[src/rtl/wb_master_xfer_if.sv]
// Requester and Wishbone signal bundle for wb_master_xfer.
// The master modport is the engine's view; the slave modport is the environment's view.
`ifndef DAT_WIDTH
`define DAT_WIDTH 64
`endif

interface wb_master_xfer_if;
  logic                  req_i;
  logic                  req_we_i;
  logic [15:0]           req_adr_i;
  logic [`DAT_WIDTH-1:0] req_dat_i;
  logic                  ready_o;
  logic                  done_o;
  logic                  err_o;
  logic [`DAT_WIDTH-1:0] rdata_o;
  logic                  m_cyc_o;
  logic                  m_stb_o;
  logic                  m_we_o;
  logic [15:0]           m_adr_o;
  logic [`DAT_WIDTH-1:0] m_dat_o;
  logic [`DAT_WIDTH-1:0] m_dat_i;
  logic                  m_ack_i;
  logic                  m_err_i;

  modport master (
    input  req_i, req_we_i, req_adr_i, req_dat_i, m_dat_i, m_ack_i, m_err_i,
    output ready_o, done_o, err_o, rdata_o, m_cyc_o, m_stb_o, m_we_o, m_adr_o, m_dat_o
  );

  modport slave (
    output req_i, req_we_i, req_adr_i, req_dat_i, m_dat_i, m_ack_i, m_err_i,
    input  ready_o, done_o, err_o, rdata_o, m_cyc_o, m_stb_o, m_we_o, m_adr_o, m_dat_o
  );
endinterface

[src/rtl/wb_master_xfer.sv]
// Single-transfer Wishbone classic master: one read/write per request, ok/err status.
// Optional bus timeout enabled by defining WB_MASTER_TIMEOUT_EN.
`ifndef DAT_WIDTH
`define DAT_WIDTH 64
`endif

module wb_master_xfer #(
  parameter int TIMEOUT   = 16,
  parameter int ADR_ALIGN = 3
) (
  input  logic                clk_i,
  input  logic                rst_i,
  wb_master_xfer_if.master    bus
);
  localparam int          DW         = `DAT_WIDTH;
  localparam logic [15:0] ALIGN_MASK = 16'((1 << ADR_ALIGN) - 1);

  if (TIMEOUT < 1) begin : g_bad_timeout
    $error("wb_master_xfer: TIMEOUT must be at least 1");
  end

  typedef enum logic {IDLE, BUS} state_e;

  state_e          state_q, state_d;
  logic            ready_q, ready_d;
  logic            done_q,  done_d;
  logic            err_q,   err_d;
  logic            cyc_q,   cyc_d;
  logic            we_q,    we_d;
  logic [15:0]     adr_q,   adr_d;
  logic [DW-1:0]   dat_q,   dat_d;
  logic [DW-1:0]   rdata_q, rdata_d;
  logic            misaligned;

`ifdef WB_MASTER_TIMEOUT_EN
  localparam int TW = (TIMEOUT > 1) ? $clog2(TIMEOUT) : 1;
  logic [TW-1:0] tmo_q, tmo_d;
`endif

  assign misaligned = |(bus.req_adr_i & ALIGN_MASK);

  always_comb begin
    state_d = state_q;
    ready_d = ready_q;
    done_d  = 1'b0;
    err_d   = err_q;
    cyc_d   = cyc_q;
    we_d    = we_q;
    adr_d   = adr_q;
    dat_d   = dat_q;
    rdata_d = rdata_q;
`ifdef WB_MASTER_TIMEOUT_EN
    tmo_d   = tmo_q;
`endif
    case (state_q)
      IDLE: begin
        if (bus.req_i) begin
          if (misaligned) begin
            // Rejected without touching the bus: address/data lines keep their old values.
            done_d = 1'b1;
            err_d  = 1'b1;
          end else begin
            state_d = BUS;
            ready_d = 1'b0;
            cyc_d   = 1'b1;
            we_d    = bus.req_we_i;
            adr_d   = bus.req_adr_i;
            dat_d   = bus.req_dat_i;
`ifdef WB_MASTER_TIMEOUT_EN
            tmo_d   = '0;
`endif
          end
        end
      end
      BUS: begin
        if (bus.m_err_i || bus.m_ack_i) begin
          // Error wins over a simultaneous ack; errored reads leave rdata alone.
          state_d = IDLE;
          ready_d = 1'b1;
          done_d  = 1'b1;
          cyc_d   = 1'b0;
          we_d    = 1'b0;
          err_d   = bus.m_err_i;
          if (!bus.m_err_i && !we_q) rdata_d = bus.m_dat_i;
        end
`ifdef WB_MASTER_TIMEOUT_EN
        else if (tmo_q == TW'(TIMEOUT - 1)) begin
          state_d = IDLE;
          ready_d = 1'b1;
          done_d  = 1'b1;
          cyc_d   = 1'b0;
          we_d    = 1'b0;
          err_d   = 1'b1;
        end else begin
          tmo_d = tmo_q + 1'b1;
        end
`endif
      end
      default: state_d = IDLE;
    endcase
  end

  always_ff @(posedge clk_i) begin
    if (rst_i) begin
      state_q <= IDLE;
      ready_q <= 1'b1;
      done_q  <= 1'b0;
      err_q   <= 1'b0;
      cyc_q   <= 1'b0;
      we_q    <= 1'b0;
      adr_q   <= '0;
      dat_q   <= '0;
      rdata_q <= '0;
`ifdef WB_MASTER_TIMEOUT_EN
      tmo_q   <= '0;
`endif
    end else begin
      state_q <= state_d;
      ready_q <= ready_d;
      done_q  <= done_d;
      err_q   <= err_d;
      cyc_q   <= cyc_d;
      we_q    <= we_d;
      adr_q   <= adr_d;
      dat_q   <= dat_d;
      rdata_q <= rdata_d;
`ifdef WB_MASTER_TIMEOUT_EN
      tmo_q   <= tmo_d;
`endif
    end
  end

  assign bus.ready_o = ready_q;
  assign bus.done_o  = done_q;
  assign bus.err_o   = err_q;
  assign bus.rdata_o = rdata_q;
  assign bus.m_cyc_o = cyc_q;
  assign bus.m_stb_o = cyc_q;
  assign bus.m_we_o  = we_q;
  assign bus.m_adr_o = adr_q;
  assign bus.m_dat_o = dat_q;

endmodule

[src/flat_wrapper.sv]
// flat-port wrapper written by rule: the top's interface ports become plain ports
module wb_master_xfer_flat 
#(
  parameter int TIMEOUT   = 16,
  parameter int ADR_ALIGN = 3
)
  (clk_i, rst_i, bus_req_i, bus_req_we_i, bus_req_adr_i, bus_req_dat_i, bus_m_dat_i, bus_m_ack_i, bus_m_err_i, bus_ready_o, bus_done_o, bus_err_o, bus_rdata_o, bus_m_cyc_o, bus_m_stb_o, bus_m_we_o, bus_m_adr_o, bus_m_dat_o);
  wb_master_xfer_if bus_i ();
  input  logic clk_i;
  input  logic rst_i;
  input wire logic [$bits(bus_i.req_i)-1:0] bus_req_i;
  input wire logic [$bits(bus_i.req_we_i)-1:0] bus_req_we_i;
  input wire logic [$bits(bus_i.req_adr_i)-1:0] bus_req_adr_i;
  input wire logic [$bits(bus_i.req_dat_i)-1:0] bus_req_dat_i;
  input wire logic [$bits(bus_i.m_dat_i)-1:0] bus_m_dat_i;
  input wire logic [$bits(bus_i.m_ack_i)-1:0] bus_m_ack_i;
  input wire logic [$bits(bus_i.m_err_i)-1:0] bus_m_err_i;
  output wire logic [$bits(bus_i.ready_o)-1:0] bus_ready_o;
  output wire logic [$bits(bus_i.done_o)-1:0] bus_done_o;
  output wire logic [$bits(bus_i.err_o)-1:0] bus_err_o;
  output wire logic [$bits(bus_i.rdata_o)-1:0] bus_rdata_o;
  output wire logic [$bits(bus_i.m_cyc_o)-1:0] bus_m_cyc_o;
  output wire logic [$bits(bus_i.m_stb_o)-1:0] bus_m_stb_o;
  output wire logic [$bits(bus_i.m_we_o)-1:0] bus_m_we_o;
  output wire logic [$bits(bus_i.m_adr_o)-1:0] bus_m_adr_o;
  output wire logic [$bits(bus_i.m_dat_o)-1:0] bus_m_dat_o;
  assign bus_i.req_i = bus_req_i;
  assign bus_i.req_we_i = bus_req_we_i;
  assign bus_i.req_adr_i = bus_req_adr_i;
  assign bus_i.req_dat_i = bus_req_dat_i;
  assign bus_i.m_dat_i = bus_m_dat_i;
  assign bus_i.m_ack_i = bus_m_ack_i;
  assign bus_i.m_err_i = bus_m_err_i;
  assign bus_ready_o = bus_i.ready_o;
  assign bus_done_o = bus_i.done_o;
  assign bus_err_o = bus_i.err_o;
  assign bus_rdata_o = bus_i.rdata_o;
  assign bus_m_cyc_o = bus_i.m_cyc_o;
  assign bus_m_stb_o = bus_i.m_stb_o;
  assign bus_m_we_o = bus_i.m_we_o;
  assign bus_m_adr_o = bus_i.m_adr_o;
  assign bus_m_dat_o = bus_i.m_dat_o;
  wb_master_xfer #(.TIMEOUT(TIMEOUT), .ADR_ALIGN(ADR_ALIGN)) u_core (.clk_i(clk_i), .rst_i(rst_i), .bus(bus_i));
endmodule
[config.mk]
export PLATFORM = sky130hd
export DESIGN_NAME = wb_master_xfer_flat
export DESIGN_NICKNAME = d
export VERILOG_FILES = /design/src/rtl/wb_master_xfer_if.sv /design/src/rtl/wb_master_xfer.sv /design/src/flat_wrapper.sv
export SDC_FILE = /design/constraint.sdc
export NUM_CORES = 1
export LEC_CHECK = 0
export CORE_AREA = 2 2 106 159
export CTS_BUF_LIST = sky130_fd_sc_hd__clkbuf_8
export CTS_CLUSTER_DIAMETER = 80
export DETAILED_ROUTE_END_ITERATION = 8
export DIE_AREA = 0 0 108 161
export PLACE_DENSITY = 0.77
export SLEW_MARGIN = 20
export SYNTH_ARGS = -nofsm -noshare
export SYNTH_HDL_FRONTEND = slang
export SYNTH_SLANG_ARGS = --single-unit
[constraint.sdc]
create_clock -name clk_i -period 1.7 [get_ports clk_i]
set_clock_uncertainty 0.05 [all_clocks]
set_input_delay 0.34 -clock clk_i [delete_from_list [all_inputs] [get_ports clk_i]]
set_output_delay 0.34 -clock clk_i [all_outputs]
set_load 0.01 [all_outputs]
==> results.txt <==
----------------------------------------------------
[Final layout]
  Post-route core utilization ... 56.5%
  Combined flip-flop and latch cell area ... roughly 3000 µm²
  Layout net count ... 1105
  Antenna fix cells ... 0
  Final Instance Count excl. Fillers ... 1174
  Count of filler cells inserted in the layout ... 1535
  Area of combinational cells with multiple inputs ... ~2100 µm²
  Most frequent standard cell in the layout excluding fill and tap cells ... sky130_fd_sc_hd__dlygate4sd2_1
  Most frequent cells in the layout ... sky130_fd_sc_hd__dlygate4sd2_1 (150), sky130_fd_sc_hd__dfxtp_1 (149), sky130_fd_sc_hd__clkdlybuf4s50_1 (148)
  Proportion of layout cells with a drive suffix above 1 ... under 10%
  Growth of design area from synthesis to finish ... 64.4%

[STA]
  Setup repair after global routing missed its margin ... false
  Number of hold violations in the final report ... 0
  Final period utilization ... 91.1%
  Max Clock Freq ... approximately 0.65 GHz
  Setup violation total in the final timing report ... 0
  Actual slew at the worst max-slew pin ... 437 ps
  Min Clock Period, post-route ... 1550 ps
  Max_slew headroom ... 70.9%
  Pins over their slew limit ... 0

[Synth]
  Xor/xnor cell area share of the yosys netlist ... 0%
  Synthesized-area fraction occupied by adder cells ... 0%
  Number of standard cells after synthesis ... 664
  Mapped cell area ... roughly 5500 µm²
  Count of warnings emitted by yosys ... 0
  Synthesized-area fraction occupied by and/or/nand/nor cells ... 17.8%
  Register bit count reported by yosys ... 150
  Number of nets produced by synthesis ... 814
  Largest cells by area after synthesis ... sky130_fd_sc_hd__dfxtp_1 (54%), sky130_fd_sc_hd__a21oi_1 (13%), sky130_fd_sc_hd__nand2_1 (9.0%), sky130_fd_sc_hd__nand3_1 (7.2%), sky130_fd_sc_hd__o21ai_0 (4.4%)
  Leading area contributor after synthesis ... sky130_fd_sc_hd__dfxtp_1
  Combinational family with the most area after synthesis ... compound AO/OA/AOI/OAI gates
  Share of synthesized registers carrying an async set or reset ... 0%
  Number of flops mapped to enable cells by yosys ... 0
  Post-synthesis cell type count ... 22
  Register area share after synthesis ... 54.5%
  Ys flop type ... sky130_fd_sc_hd__dfxtp_1
  Proportion of synthesized area in mux cells ... 0%
  Compound-cell area share of the yosys netlist ... 20.8%
  Share of the synthesized area in the top cell type ... 54.5%
  Avg Inst Size Synth ... between 8 and 9 µm²

[Critical path]
  CP Capture Type ... flop
  Data required time at the worst endpoint ... slightly below 2000 ps
  Crit path max-delay cell type ... sky130_fd_sc_hd__or3_2
  Worst reg2reg path endpoint ... u_core.bus.rdata_o[49]
  Launching point of the worst reg2reg path ... u_core.state_q
  Worst path cell trace ... clkdlybuf4s50_1 -> or3_2 -> buf_12 -> o21ai_0 -> a21oi_1
  Delay of the slowest cell on the worst path ... 510 ps
  Type of the worst setup path ... in -> reg
  Maximum fanout count along the critical path ... 80
  R2R depth ... 5
  Data arrival at the endpoint of the critical path ... between 1500 and 2000 ps
  Kind of start point of the critical path ... input port
  Setup slack of the most critical reg-to-reg path ... around 250 ps

[Place]
  Detailed Place HPWL ... around 12000 µm
  Count of buffers inserted at the top-level ports ... 299
  Final estimated routing congestion in global placement ... 0.826
  Number of placed instances with taps included ... around 1.1k

[Detailed routing]
  Remaining antenna violation count ... 0
  Via count ... approximately 5.7k
  Starting DRC count in detailed routing ... 297
  DRC viols ... 0
  Post-DR wirelength/cell ... about 15 µm
  Via-to-Cell Ratio ... 4.89
  First drt pass iteration count ... 4
  Final wirelength ... 17800 µm

[Floorplan]
  Count of pins on the block boundary ... 300
  Die extent in x ... 108 µm
  Row count ... between 50 and 60
  Die extent in y ... around 160 µm
  Initial standard-cell utilization of the core ... between 30% and 40%
  Core ar. ... 16000 µm²
  Die area ... 17400 µm²

[Power and ir drop]
  Largest vdd supply drop ... 0.439 mV
  Power density normalized to cell area ... between 700 and 800 nW/µm²
  LEAKAGE ... 0.00382 µW

[CTS]
  CTS root buffer ... sky130_fd_sc_hd__clkbuf_8
  Clock tree buffer depth ... 2
  Number of clock sinks ... 150
  Clock insertion delay at the later pin of the skew report ... 430 ps
  Number of post-CTS setup repair buffers ... 0
  H-tree depth reported by CTS ... 4
  TritonCTS Buffers ... 17
  CTS tree ... done
  CTS clk-pin slew, worst paths ... around 90 ps

[Run status]
  Run status ... finished, final reports clean

[Worst hold path]
  Endpoint of the worst hold-timing path ... u_core.bus.rdata_o[24]
  Hold path startpoint ... rst_i
  Hold Crit Class ... in -> reg
  Hold-critical path depth ... 2

[GRT]
  Overflow after GRT ... 0
  Pin count of the biggest net entering global routing ... 91
  GR Util All Layers ... 19.9%
  Number of global-route vias before repair ... 5341
  Global-route wire length before repair ... about 27000 µm
  Initial antenna violation count ... 1

[Flow run]
  Number of maximum-capacitance constraint violations ... 0

----------------------------------------------------
-- where the power goes --
| part | switching (µW) | internal [µW] | leakage (µW) |
|---|---|---|---|
| registers | 23.1 | 3560 | 0.00121 |
| logic | 324 | 457 | 0.00241 |
| clock network | 1480 | 1280 | 0.000198 |
| total | 1830 | 5300 | 0.00382 |
-- cells by family after synthesis --
family	after synthesis
compound gates	227
buf+inv	66
simple gates	221
flops	150
-- worst max path at each step --
stage                      startpoint                      to  slack, ps  cells past startpoint
6_report             bus_req_adr_i[0]   u_core.bus.m_dat_o[4]        150                      5
5_1_grt              bus_req_adr_i[0]  u_core.bus.m_dat_o[37]         60                      5
4_1_cts        u_core.bus.rdata_o[14]         bus_rdata_o[14]        160                      1
3_5_place_dp         bus_req_adr_i[0]  u_core.bus.m_dat_o[48]       -310                      5
3_3_place_gp         bus_req_adr_i[0]   u_core.bus.m_dat_o[2]       -260                      5
2_1_floorplan        bus_req_adr_i[0]   u_core.bus.m_dat_o[4]        340                      5
-- cells in the mapped netlist, types with 2 or more instances --
cell type	instances
sky130_fd_sc_hd__and3_1	3
sky130_fd_sc_hd__buf_6	9
sky130_fd_sc_hd__o21ai_1	30
sky130_fd_sc_hd__buf_2	16
sky130_fd_sc_hd__buf_4	12
sky130_fd_sc_hd__clkbuf_2	2
sky130_fd_sc_hd__dfxtp_1	150
sky130_fd_sc_hd__clkbuf_1	26
sky130_fd_sc_hd__nand3_1	79
sky130_fd_sc_hd__o21ai_0	49
sky130_fd_sc_hd__nand2_1	132
sky130_fd_sc_hd__a21oi_1	146
-- layout make-up --
class                           instances  area share, %
Clock buffer                           19           2.89
Clock inverter                         13           1.48
Multi-Input combinational cell        448           23.6
Sequential cell                       150           33.1
Timing Repair Buffer                  337           36.0
Inverter                                1         0.0414
Tap cell                              206           2.84
-- worst max-delay path: cells and delay by family --
family | cells | cell delay [ps]
buffers and inverters | 2 | 650
and+or+nand+nor | 1 | 510
AOI/OAI and AO/OA | 2 | 280
-- metal layers --
layer | routed length (µm) | up-vias | share of wire [%] | track usage (%)
met1 | 6880 | 2643 | 39 | 21.9
met5 | 0 | - | 0 | 0
met2 | 8840 | 221 | 50 | 34.7
li1 | - | 2853 | - | -
met3 | 1650 | 27 | 9.3 | 7.47
met4 | 396 | 0 | 2.2 | 6.93
-- sequential cells by signal (all words and copies together), names as in the netlist --
name	cells
u_core.bus.m_dat_o	64
u_core.state_q	1
u_core.bus.m_adr_o	16
u_core.bus.m_cyc_o	1
u_core.bus.done_o	1
u_core.bus.m_we_o	1
u_core.bus.ready_o	1
u_core.bus.rdata_o	64
u_core.bus.err_o	1
-- repair_timing --
item,4_1_cts,5_1_grt
gates resized for setup,151,0
hold buffers,0,0
endpoints found under the setup margin,150,0
-- stage by stage --
step	setup WS (ps)	total power, µW	hold WS [ps]	setup TNS (ps)	area (µm²)
after floorplan	336	3930	408	0	5510
after global placement	-262	4480	391	-19130	8850
after detailed placement	-309	4490	396	-22690	8850
after CTS	157	7220	130	0	9060
after global routing	63.6	7430	141	0	9060
final	151	7130	167	0	9060
Power figures use the tool's default switching activity.
